**src/rtl/led_pkg.sv**
```systemverilog
// Shared definitions for the multi-channel LED pattern controller.
package led_pkg;

  localparam int unsigned MODE_W   = 2;
  localparam int unsigned CH_IDX_W = 4;

  typedef enum logic [MODE_W-1:0] {
    MODE_OFF     = 2'd0,
    MODE_ON      = 2'd1,
    MODE_BLINK   = 2'd2,
    MODE_ONESHOT = 2'd3
  } led_mode_e;

  // LED level a channel takes on the edge it is (re)configured into a mode.
  function automatic logic mode_led_init(input led_mode_e mode);
    return (mode == MODE_ON) || (mode == MODE_ONESHOT);
  endfunction

endpackage

```
**src/rtl/led_tick_gen.sv**
```systemverilog
// Free-running prescaler; tick is high for the single cycle in which the count is TICK_DIV-1.
module led_tick_gen #(
  parameter int unsigned TICK_DIV = 50_000
) (
  input  logic sys_clk,
  input  logic sys_rst_n,
  output logic tick
);

  localparam int unsigned CNT_W = (TICK_DIV > 1) ? $clog2(TICK_DIV) : 1;
  localparam logic [CNT_W-1:0] CNT_LAST = CNT_W'(TICK_DIV - 1);

  logic [CNT_W-1:0] cnt_q, cnt_d;
  logic             tick_d;

  always_ff @(posedge sys_clk or negedge sys_rst_n) begin
    if (!sys_rst_n) begin
      cnt_q <= '0;
      tick  <= 1'b0;
    end else begin
      cnt_q <= cnt_d;
      tick  <= tick_d;
    end
  end

  // tick is registered from the next count so it lines up with cnt_q == CNT_LAST.
  always_comb begin
    cnt_d  = cnt_q + CNT_W'(1);
    if (cnt_q == CNT_LAST) begin
      cnt_d = '0;
    end
    tick_d = (cnt_d == CNT_LAST);
  end

endmodule

```
**src/rtl/led_blink_ctrl.sv**
```systemverilog
// Multi-channel LED pattern controller: shared tick, per-channel OFF/ON/BLINK/ONESHOT engines.
module led_blink_ctrl
  import led_pkg::*;
#(
  parameter int unsigned CH_NUM         = 4,
  parameter int unsigned TICK_DIV       = 50_000,
  parameter int unsigned PERIOD_W       = 16,
  parameter int unsigned DEFAULT_PERIOD = 500
) (
  input  logic                sys_clk,
  input  logic                sys_rst_n,
  input  logic                cfg_valid,
  input  logic [CH_IDX_W-1:0] cfg_ch,
  input  logic [MODE_W-1:0]   cfg_mode,
  input  logic [PERIOD_W-1:0] cfg_period,
  output logic                cfg_ack,
  output logic                cfg_err,
  output logic [CH_NUM-1:0]   led_out,
  output logic [CH_NUM-1:0]   done
);

  localparam logic [CH_IDX_W:0]   CH_LIMIT   = (CH_IDX_W + 1)'(CH_NUM);
  localparam logic [PERIOD_W-1:0] PERIOD_RST = PERIOD_W'(DEFAULT_PERIOD);

  logic                tick;
  logic                cfg_accept;
  logic                cfg_reject;
  logic [PERIOD_W-1:0] cfg_period_fix;
  led_mode_e           cfg_mode_e;
  logic                ack_pend_q;
  logic                err_pend_q;

  led_tick_gen #(
    .TICK_DIV (TICK_DIV)
  ) u_tick_gen (
    .sys_clk   (sys_clk),
    .sys_rst_n (sys_rst_n),
    .tick      (tick)
  );

  assign cfg_accept     = cfg_valid && ({1'b0, cfg_ch} < CH_LIMIT);
  assign cfg_reject     = cfg_valid && !({1'b0, cfg_ch} < CH_LIMIT);
  assign cfg_period_fix = (cfg_period == '0) ? PERIOD_W'(1) : cfg_period;
  assign cfg_mode_e     = led_mode_e'(cfg_mode);

  // Write status reaches the port one cycle after the channel registers update.
  always_ff @(posedge sys_clk or negedge sys_rst_n) begin
    if (!sys_rst_n) begin
      ack_pend_q <= 1'b0;
      err_pend_q <= 1'b0;
      cfg_ack    <= 1'b0;
      cfg_err    <= 1'b0;
    end else begin
      ack_pend_q <= cfg_accept;
      err_pend_q <= cfg_reject;
      cfg_ack    <= ack_pend_q;
      cfg_err    <= err_pend_q;
    end
  end

  for (genvar g = 0; g < CH_NUM; g++) begin : g_ch
    led_mode_e           mode_q, mode_d;
    logic [PERIOD_W-1:0] period_q, period_d;
    logic [PERIOD_W-1:0] cnt_q, cnt_d;
    logic                led_q, led_d;
    logic                done_q, done_d;
    logic                wr;
    logic                cnt_last;

    assign wr       = cfg_accept && (cfg_ch == CH_IDX_W'(g));
    assign cnt_last = (cnt_q == (period_q - PERIOD_W'(1)));

    always_ff @(posedge sys_clk or negedge sys_rst_n) begin
      if (!sys_rst_n) begin
        mode_q   <= MODE_BLINK;
        period_q <= PERIOD_RST;
        cnt_q    <= '0;
        led_q    <= 1'b0;
        done_q   <= 1'b0;
      end else begin
        mode_q   <= mode_d;
        period_q <= period_d;
        cnt_q    <= cnt_d;
        led_q    <= led_d;
        done_q   <= done_d;
      end
    end

    // A write on this channel overrides any tick in the same cycle.
    always_comb begin
      mode_d   = mode_q;
      period_d = period_q;
      cnt_d    = cnt_q;
      led_d    = led_q;
      done_d   = 1'b0;
      if (wr) begin
        mode_d   = cfg_mode_e;
        period_d = cfg_period_fix;
        cnt_d    = '0;
        led_d    = mode_led_init(cfg_mode_e);
      end else begin
        unique case (mode_q)
          MODE_OFF: begin
            led_d = 1'b0;
            cnt_d = '0;
          end
          MODE_ON: begin
            led_d = 1'b1;
            cnt_d = '0;
          end
          MODE_BLINK: begin
            if (tick) begin
              if (cnt_last) begin
                cnt_d = '0;
                led_d = !led_q;
              end else begin
                cnt_d = cnt_q + PERIOD_W'(1);
              end
            end
          end
          MODE_ONESHOT: begin
            led_d = 1'b1;
            if (tick) begin
              if (cnt_last) begin
                cnt_d  = '0;
                led_d  = 1'b0;
                mode_d = MODE_OFF;
                done_d = 1'b1;
              end else begin
                cnt_d = cnt_q + PERIOD_W'(1);
              end
            end
          end
          default: begin
            mode_d = MODE_OFF;
            led_d  = 1'b0;
            cnt_d  = '0;
          end
        endcase
      end
    end

    assign led_out[g] = led_q;
    assign done[g]    = done_q;
  end

endmodule

```
**config.mk**
```make
export PLATFORM = sky130hd
export DESIGN_NAME = led_blink_ctrl
export DESIGN_NICKNAME = d
export VERILOG_FILES = /design/src/rtl/led_pkg.sv /design/src/rtl/led_tick_gen.sv /design/src/rtl/led_blink_ctrl.sv
export SDC_FILE = /design/constraint.sdc
export NUM_CORES = 1
export LEC_CHECK = 0
export ABC_AREA = 1
export BUFFER_PORTS_ARGS = -buffer_cell sky130_fd_sc_hd__clkbuf_2
export CORE_ASPECT_RATIO = 1.2
export CORE_MARGIN = 2
export CORE_UTILIZATION = 60
export DETAILED_ROUTE_END_ITERATION = 7
export PLACE_DENSITY = 0.77
export SYNTH_ARGS = -nofsm -noshare
export SYNTH_HDL_FRONTEND = slang
export SYNTH_HIERARCHICAL = 1
export SYNTH_SLANG_ARGS = --single-unit
```
**constraint.sdc**
```tcl
create_clock -name sys_clk -period 2.66 [get_ports sys_clk]
set_input_delay 0.266 -clock sys_clk [delete_from_list [all_inputs] [get_ports sys_clk]]
set_output_delay 0.266 -clock sys_clk [all_outputs]
set_load 0.05 [all_outputs]
```
Word level (Yosys, flattened, before mapping):

Index checks and enable logic that the tools add are counted.

* flip-flop bits (word level): 165
* output and inout bits: 10
* input port bits: 25

* add/subtract/negate cells: 9
* mux-type cells: 74
* reductions and logical operators: 46
* magnitude comparators: 1
* equality and inequality tests: 35

Operators with widths (count)
* 16-bit two-way mux: 14
* 16-bit one-hot mux with 2 select lines: 4
* 16-bit by 1-bit adder with 16-bit output, second input constant: 5
* 16-bit == test: 4
* 16-bit by 1-bit subtractor with 16-bit output, second input constant: 4
* 1-bit two-way mux: 36
* 16-bit == test, second input constant: 2
* 2-bit two-way mux: 16
* 2-bit nonzero test: 12
* 2-bit == test, second input constant: 9
* 16-bit zero test: 1
* 1-bit one-hot mux with 4 select lines: 4
* 2-bit OR reduction: 8
* 3-bit by 1-bit != test with 1-bit output, second input constant: 4
* 3-bit by 2-bit != test with 1-bit output, second input constant: 4
* 3-bit != test, second input constant: 4
* 3-bit AND reduction: 4
* 2-bit by 1-bit == test with 1-bit output, second input constant: 5
* 4-bit by 2-bit == test with 1-bit output, second input constant: 2
* 2-bit zero test: 4
* 2-bit AND reduction: 4
* 1-bit logical AND: 6
* 1-bit zero test: 5
* 4-bit by 1-bit == test with 1-bit output, second input constant: 1
* 3 further kinds: 3

Logic depth before layout (Yosys ltp):

* depth after elaboration: 6
* gate-level depth with buffers: 17
* mapped depth without buffers: 17

By module:

The synthesis kept the hierarchy.

Modules (own cells, without submodules)
* led_blink_ctrl: instances 1, cells an instance 1468, area an instance 10002.1 um^2, seq. area each 3738.6 um^2
* led_tick_gen: instances 1, cells an instance 142, area an instance 1021.0 um^2, seq. area each 425.4 um^2

Least setup slack after synthesis:

No wires, ideal clock.

* path kind: reg-to-reg
* start: reg g_ch[1].period_q[0]
* end: reg g_ch[1].cnt_q[10]
* data required time: 2577 ps
* buffers on the path: 1
* period minus slack after synthesis: 2042 ps
* slack: 618 ps
* stages on the path, launching flop included: 18
* arrival: 1959 ps
* path through: dfrtp_1 > inv_1 > ha_1 > nand3_4 > nor2_4 > nand2_1 > nand2_1 > nand2_1 > inv_1 > nor2_1 > nand2_1 > nor2_1 > nand2_1 > nand2_2 > nor3_4 > buf_6 > nand2_1 > o21ai_0

* word-level cells in the longest chain between the ends: 6

RTL lines
* from (decl): line led_blink_ctrl.sv:63 `logic [PERIOD_W-1:0] period_q, period_d;`
* from (signal assigned): line led_blink_ctrl.sv:82 `period_q <= period_d;`
* 16-bit by 1-bit subtractor with 16-bit output: line led_blink_ctrl.sv:71 `assign cnt_last = (cnt_q == (period_q - PERIOD_W'(1)));`
* 16-bit == test: line led_blink_ctrl.sv:71
* 16-bit two-way mux: line led_blink_ctrl.sv:113, led_blink_ctrl.sv:124
* 16-bit two-way mux: line led_blink_ctrl.sv:112 `if (tick) begin`
* 16-bit one-hot mux with 2 select lines: line led_blink_ctrl.sv:102 `unique case (mode_q)`
* 16-bit two-way mux: line led_blink_ctrl.sv:96 `if (wr) begin`
* to (signal assigned): line led_blink_ctrl.sv:83 `cnt_q <= cnt_d;`
* to (decl): line led_blink_ctrl.sv:64 `logic [PERIOD_W-1:0] cnt_q, cnt_d;`

No other way between the ends. The select of a mux whose other input is x is not followed.
A chain may end at the register's enable or synchronous reset.

Final worst setup path:

* start: reg g_ch[2].period_q[0]
* end: reg g_ch[2].cnt_q[13]

* word-level cells in the longest chain between the ends: 6

RTL lines (line)
* from (decl): led_blink_ctrl.sv:63
* from (signal assigned): led_blink_ctrl.sv:82
* 16-bit by 1-bit subtractor with 16-bit output: led_blink_ctrl.sv:71
* 16-bit == test: led_blink_ctrl.sv:71
* 16-bit two-way mux: led_blink_ctrl.sv:113, led_blink_ctrl.sv:124
* 16-bit two-way mux: led_blink_ctrl.sv:112
* 16-bit one-hot mux with 2 select lines: led_blink_ctrl.sv:102
* 16-bit two-way mux: led_blink_ctrl.sv:96
* to (signal assigned): led_blink_ctrl.sv:83
* to (decl): led_blink_ctrl.sv:64

No other way between the ends. The select of a mux whose other input is x is not followed.

==> results.json <==
{
  "status": "finished clean",
  "grt_use_total_pct": 29.3,
  "synthSimpleGateAreaFrac_pct": 37.1,
  "powerDensity_nw_per_um2": 691,
  "num_vias": 10200,
  "dieArea_sq_um": 19500,
  "design.core.area_sq_um": 18100,
  "layout_common_cells": "nand2_1 (516), inv_1 (204), nor2_1 (183), dfrtp_1 (137), o21ai_0 (120)",
  "worst_pin_slew_ps": 630,
  "p_leak_nw": 6.08,
  "routed_via_density": 5.41,
  "maxSlewViolCount": 0,
  "cts-root-buf": "clkbuf_16",
  "worstPathRequired_ps": 3000,
  "worstSetupStartpointType": "flip-flop",
  "initial_core_util_pct": 60.9,
  "clkLatencyLatePin_ps": 440,
  "synthArstFlopShare_pct": 100,
  "worst_hold_slack_ps": 39.5,
  "final_common_cell": "nand2_1",
  "ant_nets": 0,
  "grt-ovfl-total": 0,
  "final_hold_viol_count": 0,
  "antenna_found_initial": 0,
  "die_h_um": 152,
  "final_nets": 1679,
  "ys.flop_type": "dfrtp_1",
  "r2r_cells": 14,
  "fmax_mhz": 423,
  "tns_ps": 0,
  "rsz0062_at_grt": "false",
  "r2r_start": "g_ch[2].period_q[0]$_DFFE_PN0P_",
  "cts.sinks": 165,
  "relSlewSlack_pct": 58.0,
  "finClkSkew_ps": 10.9,
  "crit_type": "flip-flop to flip-flop",
  "avgRoutedWirePerCell_um": 14.5,
  "grt_pass1_vias": 9657,
  "synth-compound-area-share_pct": 8.72,
  "numPortBuffers": 34,
  "synth_edf_count": 0,
  "place.gp.congestion": 0.927,
  "clk_pin_slew_ps": 60,
  "synth_top_family_by_area": "simple AND/OR/NAND/NOR gates",
  "hpwl_um": 20700,
  "ys_warn_count": 6,
  "holdCritPathClass": "primary input to flip-flop",
  "synth_cells": 1610,
  "ys_seq_elements": 165,
  "ctsHtreeMaxLevel": 4,
  "synthAdderAreaFrac_pct": 1.14,
  "row_count": 54,
  "synth_mux_area_share_pct": 0,
  "drt_iter0_markers": 702,
  "fin_crit_sh_pct": 88.9,
  "cts_tree": "done",
  "wl_um": 27200,
  "ir_drop_mv": 0.566,
  "grt_pass1_wl_um": 45500,
  "cts_buffers": 17,
  "worstHoldStart": "cfg_valid",
  "r2r_setup_slack_ps": 300,
  "r2r-end": "g_ch[2].cnt_q[13]$_DFFE_PN0P_",
  "crit_arrival_ps": 2700,
  "layout_min_cycle_time_ps": 2360,
  "avgSynthCellArea_sq_um": 6.85,
  "insertedDiodeCount": 0,
  "ios": 35,
  "die_x_um": 128,
  "synth_xor_xnor_area_share_pct": 6.28,
  "synth_nets": 1645,
  "synth-seq-area-share_pct": 37.8,
  "p_total_w": 0.00829,
  "endpoint_kind": "flip-flop",
  "max_cap_violations": 0,
  "cts.path.max_buffers": 2,
  "first_pass_iters": 5,
  "whs_endpoint": "err_pend_q$_DFF_PN0_",
  "area_growth_pct": 8.90,
  "drc_errors": 0,
  "holdPathStages": 3,
  "synth.distinct_cells": 47,
  "setup_viol": 0,
  "syn-cell-area_sq_um": 11000,
  "final_layout_size_suffix_gt1_share_pct": 10.7,
  "path_max_fanout": 16,
  "grt_max_degree": 56
}
==> metal layers <==
layer	part of all wire [%]	track usage (%)
met1	43	37.0
met2	49	50.4
met3	5.1	4.42
met4	3.0	11.5
met5	0	0
==> what timing repair did <==
item                                    4_1_cts  5_1_grt
resized for setup                             0        1
endpoints found under the hold margin        42        0
buffers inserted                              0        1
hold buffers                                  1        0
endpoints found under the setup margin        0       16
==> layout make-up <==
cell class	instances	area, sq um
multi-input cells	1196	5870
fillers	1613	6100
well taps	224	280
inverters	216	815
repair buffers	48	322
clock inverters	9	105
clock buffers	23	448
flip-flops and latches	165	4160
==> kinds of logic (layout without fill, tap and decap cells) <==
group,after synthesis,count (layout)
xor+xnor,79,79
fa+ha+maj,10,10
flops,165,165
compound gates,177,177
buf+inv,249,296
simple gates,930,930
==> sequential cells by signal (all words and copies together), names as in the netlist, 4 cells and up <==
| register | count |
|---|---|
| g_ch.done_q | 4 |
| g_ch.mode_q | 8 |
| u_tick_gen/cnt_q | 16 |
| g_ch.led_q | 4 |
| g_ch.cnt_q | 64 |
| g_ch.period_q | 64 |
==> synthesized netlist by cell type, types with 2 or more instances <==
library cell,n,area (sq um)
and2_1,3,18.8
nor3_4,4,65.1
nor2_4,10,113
o21bai_1,3,22.5
inv_2,10,37.5
o21ai_0,120,601
nand3b_1,18,135
nand2_1,516,1940
nand4_1,22,138
buf_4,10,75.1
nor2_2,20,125
o22ai_1,22,138
xnor2_1,23,201
dfrtp_1,137,3430
nor3_2,5,50.1
nand3_2,4,40.0
nand2_2,13,81.3
o31ai_1,2,15.0
xor2_1,56,490
o21ai_1,9,45.0
nand3_1,105,526
or2_2,2,12.5
a21oi_1,14,70.1
nor4_1,9,56.3
ha_1,10,125
nor3_1,11,55.1
clkbuf_1,18,67.6
dfstp_2,28,736
nor2_1,183,687
o22ai_2,2,25.0
buf_6,2,22.5
inv_1,204,766
==> power by group <==
part	leakage, nW	total, W	switching (W)	internal, W
registers	2.10	0.00335	0.000420	0.00293
clock network	0.269	0.00240	0.00102	0.00138
logic	3.71	0.00254	0.00167	0.000865
total	6.08	0.00829	0.00312	0.00517
==> critical path, stage by stage, from the launching register on <==
cell     delay [ps]
dfrtp_1         370
inv_1           160
ha_1            240
nand2_1         140
nor2_1          290
inv_1           120
nand2_1          70
nand2_1          40
nand2_1          50
nor2_1           40
nand2_1          60
nor2_1           40
nand2_1          80
nand3_2         270
o31ai_1         290
==> stage by stage <==
stage	worst slack (ps)	util, %	cells	instance area [sq um]
floorplan	618	-	1610	11000
global placement	306	63.0	1847	11400
detailed placement	211	63.0	1847	11400
CTS	187	66.2	1880	12000
global route	15.9	66.3	1881	12000
finish	296	66.3	1881	12000
==> worst max-delay path by stage <==
stage          cells after the start                            end                            start  slack [ps]
4_1_cts                           16   g_ch[1].cnt_q[2]$_DFFE_PN0P_  g_ch[1].period_q[0]$_DFFE_PN0P_         190
3_5_place_dp                      16   g_ch[1].cnt_q[2]$_DFFE_PN0P_  g_ch[1].period_q[0]$_DFFE_PN0P_         210
3_3_place_gp                      16  g_ch[1].cnt_q[12]$_DFFE_PN0P_  g_ch[1].period_q[0]$_DFFE_PN0P_         310
5_1_grt                           14   g_ch[2].cnt_q[1]$_DFFE_PN0P_  g_ch[2].period_q[0]$_DFFE_PN0P_          20
6_report                          14  g_ch[2].cnt_q[13]$_DFFE_PN0P_  g_ch[2].period_q[0]$_DFFE_PN0P_         300
2_1_floorplan                     17  g_ch[1].cnt_q[10]$_DFFE_PN0P_  g_ch[1].period_q[0]$_DFFE_PN0P_         620
Power figures use the tool's default switching activity.
